**src/rtl/seg7_pkg.sv**
```systemverilog
// Shared definitions for the seven-segment scan driver: glyph codes, digit
// counts, the snapshot FSM state type and small helper functions.
package seg7_pkg;

  // Segment order is [0]=a .. [6]=g, active-high.
  localparam logic [6:0] GLYPH_0     = 7'h3F;
  localparam logic [6:0] GLYPH_1     = 7'h06;
  localparam logic [6:0] GLYPH_2     = 7'h5B;
  localparam logic [6:0] GLYPH_3     = 7'h4F;
  localparam logic [6:0] GLYPH_4     = 7'h66;
  localparam logic [6:0] GLYPH_5     = 7'h6D;
  localparam logic [6:0] GLYPH_6     = 7'h7D;
  localparam logic [6:0] GLYPH_7     = 7'h07;
  localparam logic [6:0] GLYPH_8     = 7'h7F;
  localparam logic [6:0] GLYPH_9     = 7'h6F;
  localparam logic [6:0] GLYPH_A     = 7'h77;
  localparam logic [6:0] GLYPH_B     = 7'h7C;
  localparam logic [6:0] GLYPH_C     = 7'h39;
  localparam logic [6:0] GLYPH_D     = 7'h5E;
  localparam logic [6:0] GLYPH_E     = 7'h79;
  localparam logic [6:0] GLYPH_F     = 7'h71;
  localparam logic [6:0] GLYPH_MINUS = 7'h40;
  localparam logic [6:0] GLYPH_BLANK = 7'h00;

  localparam int unsigned NUM_DIGITS = 8;
  localparam int unsigned BCD_DIGITS = 10;

  typedef enum logic [1:0] {IDLE, CONV, COMMIT} snap_state_e;

  function automatic logic [6:0] hex_glyph(input logic [3:0] nib);
    logic [6:0] g;
    case (nib)
      4'h0: g = GLYPH_0;
      4'h1: g = GLYPH_1;
      4'h2: g = GLYPH_2;
      4'h3: g = GLYPH_3;
      4'h4: g = GLYPH_4;
      4'h5: g = GLYPH_5;
      4'h6: g = GLYPH_6;
      4'h7: g = GLYPH_7;
      4'h8: g = GLYPH_8;
      4'h9: g = GLYPH_9;
      4'hA: g = GLYPH_A;
      4'hB: g = GLYPH_B;
      4'hC: g = GLYPH_C;
      4'hD: g = GLYPH_D;
      4'hE: g = GLYPH_E;
      default: g = GLYPH_F;
    endcase
    return g;
  endfunction

  // Two's-complement magnitude in 32-bit unsigned; 0x80000000 maps to itself (2147483648).
  function automatic logic [31:0] magnitude(input logic [31:0] v);
    return v[31] ? (~v + 32'd1) : v;
  endfunction

endpackage

```
**src/rtl/seg7_scan_driver_if.sv**
```systemverilog
// Display-side bundle of the seven-segment scan driver.
//   value_i    : 32-bit word to display
//   mode_i     : 0 = hex, 1 = signed decimal
//   blank_lz_i : 1 = blank leading zeros
//   seg_o      : segments a..g in [6:0], dp in [7] (always 0)
//   an_o       : one-hot digit enable, [0] = rightmost digit
//   busy_o     : decimal conversion in progress
interface seg7_scan_driver_if;
  logic [31:0] value_i;
  logic        mode_i;
  logic        blank_lz_i;
  logic [7:0]  seg_o;
  logic [7:0]  an_o;
  logic        busy_o;

  modport master (
    output value_i, mode_i, blank_lz_i,
    input  seg_o, an_o, busy_o
  );

  modport slave (
    input  value_i, mode_i, blank_lz_i,
    output seg_o, an_o, busy_o
  );
endinterface

```
**src/rtl/bin2bcd_seq.sv**
```systemverilog
// Iterative double-dabble: 32-bit binary to 10 BCD digits, one shift per cycle.
//   clk, rst : clock, asynchronous active-low reset
//   start_i  : load bin_i (the first shift happens on the load edge)
//   bin_i    : binary input
//   bcd_o    : 40-bit BCD result, digit k in [4k+3:4k]; valid when done_o
//   done_o   : one-cycle pulse after the 32nd shift
module bin2bcd_seq
  import seg7_pkg::*;
(
  input  logic        clk,
  input  logic        rst,
  input  logic        start_i,
  input  logic [31:0] bin_i,
  output logic [39:0] bcd_o,
  output logic        done_o
);

  logic [31:0] bin_q, bin_d;
  logic [39:0] bcd_q, bcd_d;
  logic [4:0]  cnt_q, cnt_d;
  logic        run_q, run_d;
  logic        done_q, done_d;

  // Add 3 to every digit >= 5, then shift the next binary bit in.
  function automatic logic [39:0] dabble_step(input logic [39:0] bcd, input logic in_bit);
    logic [39:0] r;
    r = bcd;
    for (int unsigned i = 0; i < BCD_DIGITS; i++) begin
      if (r[4*i +: 4] >= 4'd5) r[4*i +: 4] = r[4*i +: 4] + 4'd3;
    end
    r = {r[38:0], in_bit};
    return r;
  endfunction

  always_comb begin
    bin_d  = bin_q;
    bcd_d  = bcd_q;
    cnt_d  = cnt_q;
    run_d  = run_q;
    done_d = 1'b0;
    if (start_i) begin
      // BCD starts at zero, so iteration 1 needs no adjust and is folded into the load.
      bcd_d = {39'd0, bin_i[31]};
      bin_d = {bin_i[30:0], 1'b0};
      cnt_d = 5'd1;
      run_d = 1'b1;
    end else if (run_q) begin
      bcd_d = dabble_step(bcd_q, bin_q[31]);
      bin_d = {bin_q[30:0], 1'b0};
      cnt_d = cnt_q + 5'd1;
      if (cnt_q == 5'd31) begin
        run_d  = 1'b0;
        done_d = 1'b1;
      end
    end
  end

  always_ff @(posedge clk or negedge rst) begin
    if (!rst) begin
      bin_q  <= '0;
      bcd_q  <= '0;
      cnt_q  <= '0;
      run_q  <= 1'b0;
      done_q <= 1'b0;
    end else begin
      bin_q  <= bin_d;
      bcd_q  <= bcd_d;
      cnt_q  <= cnt_d;
      run_q  <= run_d;
      done_q <= done_d;
    end
  end

  assign bcd_o  = bcd_q;
  assign done_o = done_q;

endmodule

```
**src/rtl/seg7_scan_driver.sv**
```systemverilog
// Eight-digit multiplexed seven-segment driver. Snapshots {mode, value, blank}
// whenever they change, optionally converts to signed decimal, then commits all
// eight glyphs to the display buffer in one cycle; the scanner reads only that
// buffer, so a partially updated value is never shown.
//   clk, rst : clock, asynchronous active-low reset
//   bus      : slave side of seg7_scan_driver_if (value/mode/blank in, seg/an/busy out)
module seg7_scan_driver
  import seg7_pkg::*;
#(
  parameter int unsigned SCAN_DIV = 100000,
  parameter int unsigned CNT_W    = 17
) (
  input  logic                clk,
  input  logic                rst,
  seg7_scan_driver_if.slave   bus
);

  snap_state_e state_q, state_d;
  logic [31:0] cap_value_q, cap_value_d;
  logic        cap_mode_q, cap_mode_d;
  logic        cap_blank_q, cap_blank_d;
  logic        snap_valid_q, snap_valid_d;
  logic [NUM_DIGITS-1:0][6:0] buf_q, buf_d;

  logic [CNT_W-1:0] presc_q, presc_d;
  logic [2:0]       idx_q, idx_d;
  logic [7:0]       seg_q, seg_d;
  logic [7:0]       an_q, an_d;

  logic        conv_start;
  logic        conv_done;
  logic [39:0] bcd;

  // Converter loads on the same edge the FSM captures, so it reads the live input.
  bin2bcd_seq u_bin2bcd (
    .clk     (clk),
    .rst     (rst),
    .start_i (conv_start),
    .bin_i   (magnitude(bus.value_i)),
    .bcd_o   (bcd),
    .done_o  (conv_done)
  );

  // Digit formation from the captured snapshot (consumed in COMMIT).
  logic [NUM_DIGITS-1:0][3:0] dig;
  logic [NUM_DIGITS-1:0][6:0] glyphs;
  logic                       neg;
  logic                       ovf;
  logic [2:0]                 msd;

  always_comb begin
    neg = cap_mode_q & cap_value_q[31];
    for (int unsigned k = 0; k < NUM_DIGITS; k++) begin
      dig[k] = cap_mode_q ? bcd[4*k +: 4] : cap_value_q[4*k +: 4];
    end
    // Positive: > 99_999_999 needs digit 8 or 9. Negative: > 9_999_999 also needs digit 7.
    ovf = cap_mode_q & ((|bcd[39:32]) | (neg & (|bcd[31:28])));
    msd = '0;
    for (int unsigned k = 0; k < NUM_DIGITS; k++) begin
      if (dig[k] != 4'd0) msd = 3'(k);
    end
    for (int unsigned k = 0; k < NUM_DIGITS; k++) begin
      if (ovf) begin
        glyphs[k] = GLYPH_MINUS;
      end else if (neg && ((bus.blank_lz_i && (3'(k) == msd + 3'd1)) ||
                           (!bus.blank_lz_i && (k == NUM_DIGITS - 1)))) begin
        // msd <= 6 for a non-overflowing negative, so msd+1 never wraps.
        glyphs[k] = GLYPH_MINUS;
      end else if (bus.blank_lz_i && (3'(k) > msd)) begin
        glyphs[k] = GLYPH_BLANK;
      end else begin
        glyphs[k] = hex_glyph(dig[k]);
      end
    end
  end

  // Snapshot FSM.
  always_comb begin
    state_d      = state_q;
    cap_value_d  = cap_value_q;
    cap_mode_d   = cap_mode_q;
    cap_blank_d  = cap_blank_q;
    snap_valid_d = snap_valid_q;
    buf_d        = buf_q;
    conv_start   = 1'b0;
    unique case (state_q)
      IDLE: begin
        if (!snap_valid_q || (bus.mode_i != cap_mode_q) || (bus.value_i != cap_value_q) ||
            (bus.blank_lz_i != cap_blank_q)) begin
          cap_value_d = bus.value_i;
          cap_mode_d  = bus.mode_i;
          conv_start  = bus.mode_i;
          state_d     = bus.mode_i ? CONV : COMMIT;
        end
      end
      CONV: begin
        if (conv_done) state_d = COMMIT;
      end
      COMMIT: begin
        // Record the blank setting actually used so a later change re-triggers.
        buf_d        = glyphs;
        cap_blank_d  = bus.blank_lz_i;
        snap_valid_d = 1'b1;
        state_d      = IDLE;
      end
      default: state_d = IDLE;
    endcase
  end

  // Scan: outputs follow the next-state buffer and index so a commit coinciding
  // with an index advance shows the new digit from the new buffer.
  always_comb begin
    if (presc_q == CNT_W'(SCAN_DIV - 1)) begin
      presc_d = '0;
      idx_d   = idx_q + 3'd1;
    end else begin
      presc_d = presc_q + CNT_W'(1);
      idx_d   = idx_q;
    end
    seg_d = {1'b0, buf_d[idx_d]};
    an_d  = snap_valid_d ? (8'd1 << idx_d) : 8'd0;
  end

  always_ff @(posedge clk or negedge rst) begin
    if (!rst) begin
      state_q      <= IDLE;
      cap_value_q  <= '0;
      cap_mode_q   <= 1'b0;
      cap_blank_q  <= 1'b0;
      snap_valid_q <= 1'b0;
      buf_q        <= '0;
      presc_q      <= '0;
      idx_q        <= '0;
      seg_q        <= '0;
      an_q         <= '0;
    end else begin
      state_q      <= state_d;
      cap_value_q  <= cap_value_d;
      cap_mode_q   <= cap_mode_d;
      cap_blank_q  <= cap_blank_d;
      snap_valid_q <= snap_valid_d;
      buf_q        <= buf_d;
      presc_q      <= presc_d;
      idx_q        <= idx_d;
      seg_q        <= seg_d;
      an_q         <= an_d;
    end
  end

  assign bus.seg_o  = seg_q;
  assign bus.an_o   = an_q;
  assign bus.busy_o = (state_q == CONV);

endmodule

```
**src/flat_wrapper.sv**
```systemverilog
// flat-port wrapper written by rule: the top's interface ports become plain ports
module seg7_scan_driver_flat import seg7_pkg::*;
#(
  parameter int unsigned SCAN_DIV = 100000,
  parameter int unsigned CNT_W    = 17
)
  (clk, rst, bus_value_i, bus_mode_i, bus_blank_lz_i, bus_seg_o, bus_an_o, bus_busy_o);
  seg7_scan_driver_if bus_i ();
  input  logic clk;
  input  logic rst;
  input wire logic [$bits(bus_i.value_i)-1:0] bus_value_i;
  input wire logic [$bits(bus_i.mode_i)-1:0] bus_mode_i;
  input wire logic [$bits(bus_i.blank_lz_i)-1:0] bus_blank_lz_i;
  output wire logic [$bits(bus_i.seg_o)-1:0] bus_seg_o;
  output wire logic [$bits(bus_i.an_o)-1:0] bus_an_o;
  output wire logic [$bits(bus_i.busy_o)-1:0] bus_busy_o;
  assign bus_i.value_i = bus_value_i;
  assign bus_i.mode_i = bus_mode_i;
  assign bus_i.blank_lz_i = bus_blank_lz_i;
  assign bus_seg_o = bus_i.seg_o;
  assign bus_an_o = bus_i.an_o;
  assign bus_busy_o = bus_i.busy_o;
  seg7_scan_driver #(.SCAN_DIV(SCAN_DIV), .CNT_W(CNT_W)) u_core (.clk(clk), .rst(rst), .bus(bus_i));
endmodule
```
**config.mk**
```make
export PLATFORM = sky130hd
export DESIGN_NAME = seg7_scan_driver_flat
export DESIGN_NICKNAME = d
export VERILOG_FILES = /design/src/rtl/seg7_pkg.sv /design/src/rtl/seg7_scan_driver_if.sv /design/src/rtl/bin2bcd_seq.sv /design/src/rtl/seg7_scan_driver.sv /design/src/flat_wrapper.sv
export SDC_FILE = /design/constraint.sdc
export NUM_CORES = 1
export LEC_CHECK = 0
export CORE_ASPECT_RATIO = 2
export CORE_MARGIN = 4
export CORE_UTILIZATION = 30
export DETAILED_ROUTE_END_ITERATION = 10
export PLACE_DENSITY = 0.55
export SYNTH_ARGS = -nofsm -noshare
export SYNTH_HDL_FRONTEND = slang
export SYNTH_SLANG_ARGS = --single-unit
```
**constraint.sdc**
```tcl
create_clock -name clk -period 13.9 [get_ports clk]
set_input_delay 2.78 -clock clk [delete_from_list [all_inputs] [get_ports clk]]
set_output_delay 2.78 -clock clk [all_outputs]
set_load 0.1 [all_outputs]
```
==> results.py <==
metrics = {
    "clock_tree": {
        "clock_insertion_delay_worst_skew_ns": 0.53,
        "cts.clk_slew.worst_paths_ns": 0.07,
        "holdBufCountCts": 0,
        "cts_buffers": 22,
        "post_cts_buffers": 0,
        "htreeDepth": 1,
        "cts_tree": "built",
        "clock_sinks": 206,
        "clk_path_buf_depth": 3,
        "cts-resized-gates": 0,
        "root_buffer": "clkbuf_16",
    },
    "layout": {
        "fin_area_um2": 15100,
        "final_util_pct": 34.2,
        "final_common_cell": "dfrtp_1",
        "num_antenna_cells": 0,
        "drive_above_1_share_pct": 10.2,
        "mostFrequentLayoutCells": "dfrtp_1 (204), nand2_1 (158), nor2_1 (119)",
        "area_growth_pct": 12.6,
        "fin_nets": 1558,
    },
    "floorplanning": {
        "core-area_um2": 44200,
        "die_h_um": 307,
        "die_w_um": 158,
        "dieArea_um2": 48400,
        "num_rows": 109,
        "start_util_pct": 30.4,
        "io_pins": 53,
    },
    "placement": {
        "numPortBuffers": 51,
        "postPlaceCellArea_um2": 14400,
        "place_ws_ns": 7.41,
        "routabilityCongestion": 0.863,
        "dp_hpwl_um": 28800,
    },
    "critical_path": {
        "crit_arrival_ns": 6.74,
        "reg2regPathDepth": 12,
        "critical_path_class": "register to register",
        "startpoint_type": "register",
        "rrSetupSlack_ns": 7.50,
        "rr_startpoint": "u_core.cap_mode_q$_DFFE_PN0P_",
        "crit_required_ns": 14.24,
        "crit_fanout": 37,
        "cp-end-kind": "register",
        "r2r-end": "u_core.bus.seg_o[3]$_DFF_PN0_",
    },
    "synthesis": {
        "synth_nets": 1544,
        "postSynthCellCount": 1436,
        "avgSynthCellArea_um2": 9.34,
        "ys.flop_type": "dfrtp_1",
        "yosysUniqueCellTypes": 93,
        "synth_seq_cells": 206,
        "synth_enable_flop_cells": 0,
        "seq_area_frac_synth_pct": 38.4,
        "synth_area_um2": 13400,
        "yosysWarningCount": 0,
        "synthArstFlopShare_pct": 100,
    },
    "sta": {
        "slew_headroom_pct": 9.85,
        "worst_slew_pin_slew_ns": 1.32,
        "slew_violations": 0,
        "setup_viol": 0,
        "finalCritPeriodShare_pct": 46.0,
        "finClkSkew_ns": 0.0153,
        "finalCriticalPeriod_ns": 6.40,
        "fin_setup_tns_ns": 0,
        "setup_slack_ns": 7.50,
        "hold_violations": 0,
        "rsz0062_at_grt": "false",
        "max_freq_mhz": 156,
    },
    "power": {
        "powerDensity_nw_per_um2": 237,
        "vdd_drop_max_v": 0.0000917,
        "leakagePower_uw": 0.00648,
        "finalPower_uw": 3590,
    },
    "routing": {
        "vias": 10700,
        "avgViaCountPerCell": 5.29,
        "drt_iter0_markers": 437,
        "wire_per_inst_um": 18.8,
        "drt_pass1_iterations": 7,
        "drt-total-wl_um": 37900,
        "ant_nets": 0,
        "drc": 0,
    },
    "global_routing": {
        "grt_usage_pct": 15.8,
        "grt-ovfl-total": 0,
        "grt.met3_usage_pct": 1.42,
        "grtUsageMet2_pct": 29.9,
        "antenna_found_initial": 0,
        "grt_max_degree": 104,
        "grt_pass1_vias": 10900,
        "gr-max-usage-layer": "met2",
        "grt_pass1_wl_um": 60600,
        "grtUsageMet1_pct": 16.9,
    },
    "flow_run": {
        "max_cap_violations": 0,
    },
    "min_path": {
        "hp-class": "register to register",
        "min_to": "u_core.buf_q[10]$_DFF_PN0_",
        "hold_start": "u_core.buf_q[10]$_DFF_PN0_",
        "holdPathStages": 2,
    },
    "outcome": {
        "status": "finished, final reports clean",
    },
}
-- critical path, cell delays in order, from the launching register on --
cell and delay [ns]:
dfrtp_2 0.80, buf_4 0.60, mux2i_1 0.96, nand3_1 0.30, a311o_1 0.52, a41oi_2 0.40
inv_2 0.11, ha_1 0.35, nand3_1 0.21, o311ai_4 0.48, o21ai_2 0.17, a2111oi_0 1.16
a31oi_1 0.10
-- cell families after synthesis --
group / after synthesis / synth area share, %
xor+xnor: 92 / 6.06
compound gates: 367 / 17.9
fa+ha+maj: 72 / 6.72
simple gates: 442 / 16.3
flops: 206 / 38.4
other cells: 1 / 0.0280
buf+inv: 131 / 4.14
mux: 125 / 10.4
-- metal layers --
layer	routed length (um)	share of wire (%)
met1	14000	37
met3	1080	2.9
met5	0	0
met2	20800	55
met4	2120	5.6
-- Yosys cell counts, drive strengths merged (3+ instances only) --
cell	n	share of area (%)
a311oi	3	0.24
or3	3	0.14
nand2	158	4.4
or2	4	0.19
o32ai	6	0.39
mux2i	77	5.9
nand2b	26	1.3
mux4	5	0.84
nand3	29	1.1
a22o	7	0.46
a21o	5	0.28
a31oi	8	0.37
o41ai	6	0.45
nor2b	10	0.47
nor3b	13	0.85
nor4	7	0.49
or4	8	0.53
a21oi	83	3.1
xnor2	74	4.9
and2	6	0.28
nand4	13	0.61
o22a	3	0.20
clkbuf	48	1.3
mux2	43	3.6
inv	62	1.7
and3	7	0.33
a22oi	9	0.50
o211ai	19	1.1
nor2	120	3.4
o22ai	18	0.84
xor2	18	1.2
a221oi	5	0.33
and4bb	3	0.28
dfrtp	206	38
a32o	4	0.30
buf	21	1.1
o31ai	20	1.2
nor3	25	1.0
a211oi	20	1.2
o21ai	124	4.9
ha	72	6.7
nor4b	4	0.53
o21a	5	0.28
-- power by group --
group / internal (uW) / total [uW] / switching [uW]
Combinational: 750 / 1910 / 1160
Clock: 349 / 607 / 258
Sequential: 840 / 1070 / 225
Total: 1940 / 3590 / 1650
-- final cells by class --
type,count,area (um^2)
inverters,62,233
fillers,4633,29100
repair buffers,59,576
flip-flops and latches,206,5160
clock buffers,33,663
clock inverters,7,66.3
multi-input cells,1099,7720
well taps,555,694
-- worst max-delay path by stage --
stage	start	to	slack, ns
finish	u_core.cap_mode_q$_DFFE_PN0P_	u_core.bus.seg_o[3]$_DFF_PN0_	7.50
CTS	u_core.cap_mode_q$_DFFE_PN0P_	u_core.bus.seg_o[3]$_DFF_PN0_	7.59
detailed placement	bus_value_i[7]	u_core.u_bin2bcd.bin_q[2]$_DFFE_PN0P_	7.41
global route	u_core.cap_mode_q$_DFFE_PN0P_	u_core.bus.seg_o[3]$_DFF_PN0_	7.29
floorplan	bus_value_i[4]	u_core.u_bin2bcd.bin_q[30]$_DFFE_PN0P_	8.91
global placement	bus_blank_lz_i	u_core.u_bin2bcd.bcd_o[0]$_DFFE_PN0P_	7.43
-- stage by stage --
step           hold slack, ns  std cells
6_report                0.474       2021
4_1_cts                 0.475       2021
3_3_place_gp            0.453       1981
2_1_floorplan           0.436       1436
3_5_place_dp            0.458       1981
5_1_grt                 0.494       2021
-- registers in the layout, summed over array words and instances (netlist names), 2 cells and up --
name / count
u_core.bus.an_o: 8
u_core.buf_q: 56
u_core.idx_q: 3
u_core.cap_value_q: 32
u_core.bus.seg_o: 7
u_core.u_bin2bcd.bin_q: 31
u_core.state_q: 2
u_core.u_bin2bcd.cnt_q: 5
u_core.u_bin2bcd.bcd_o: 40
u_core.presc_q: 17
No activity file was read; power rests on OpenSTA's default activity.
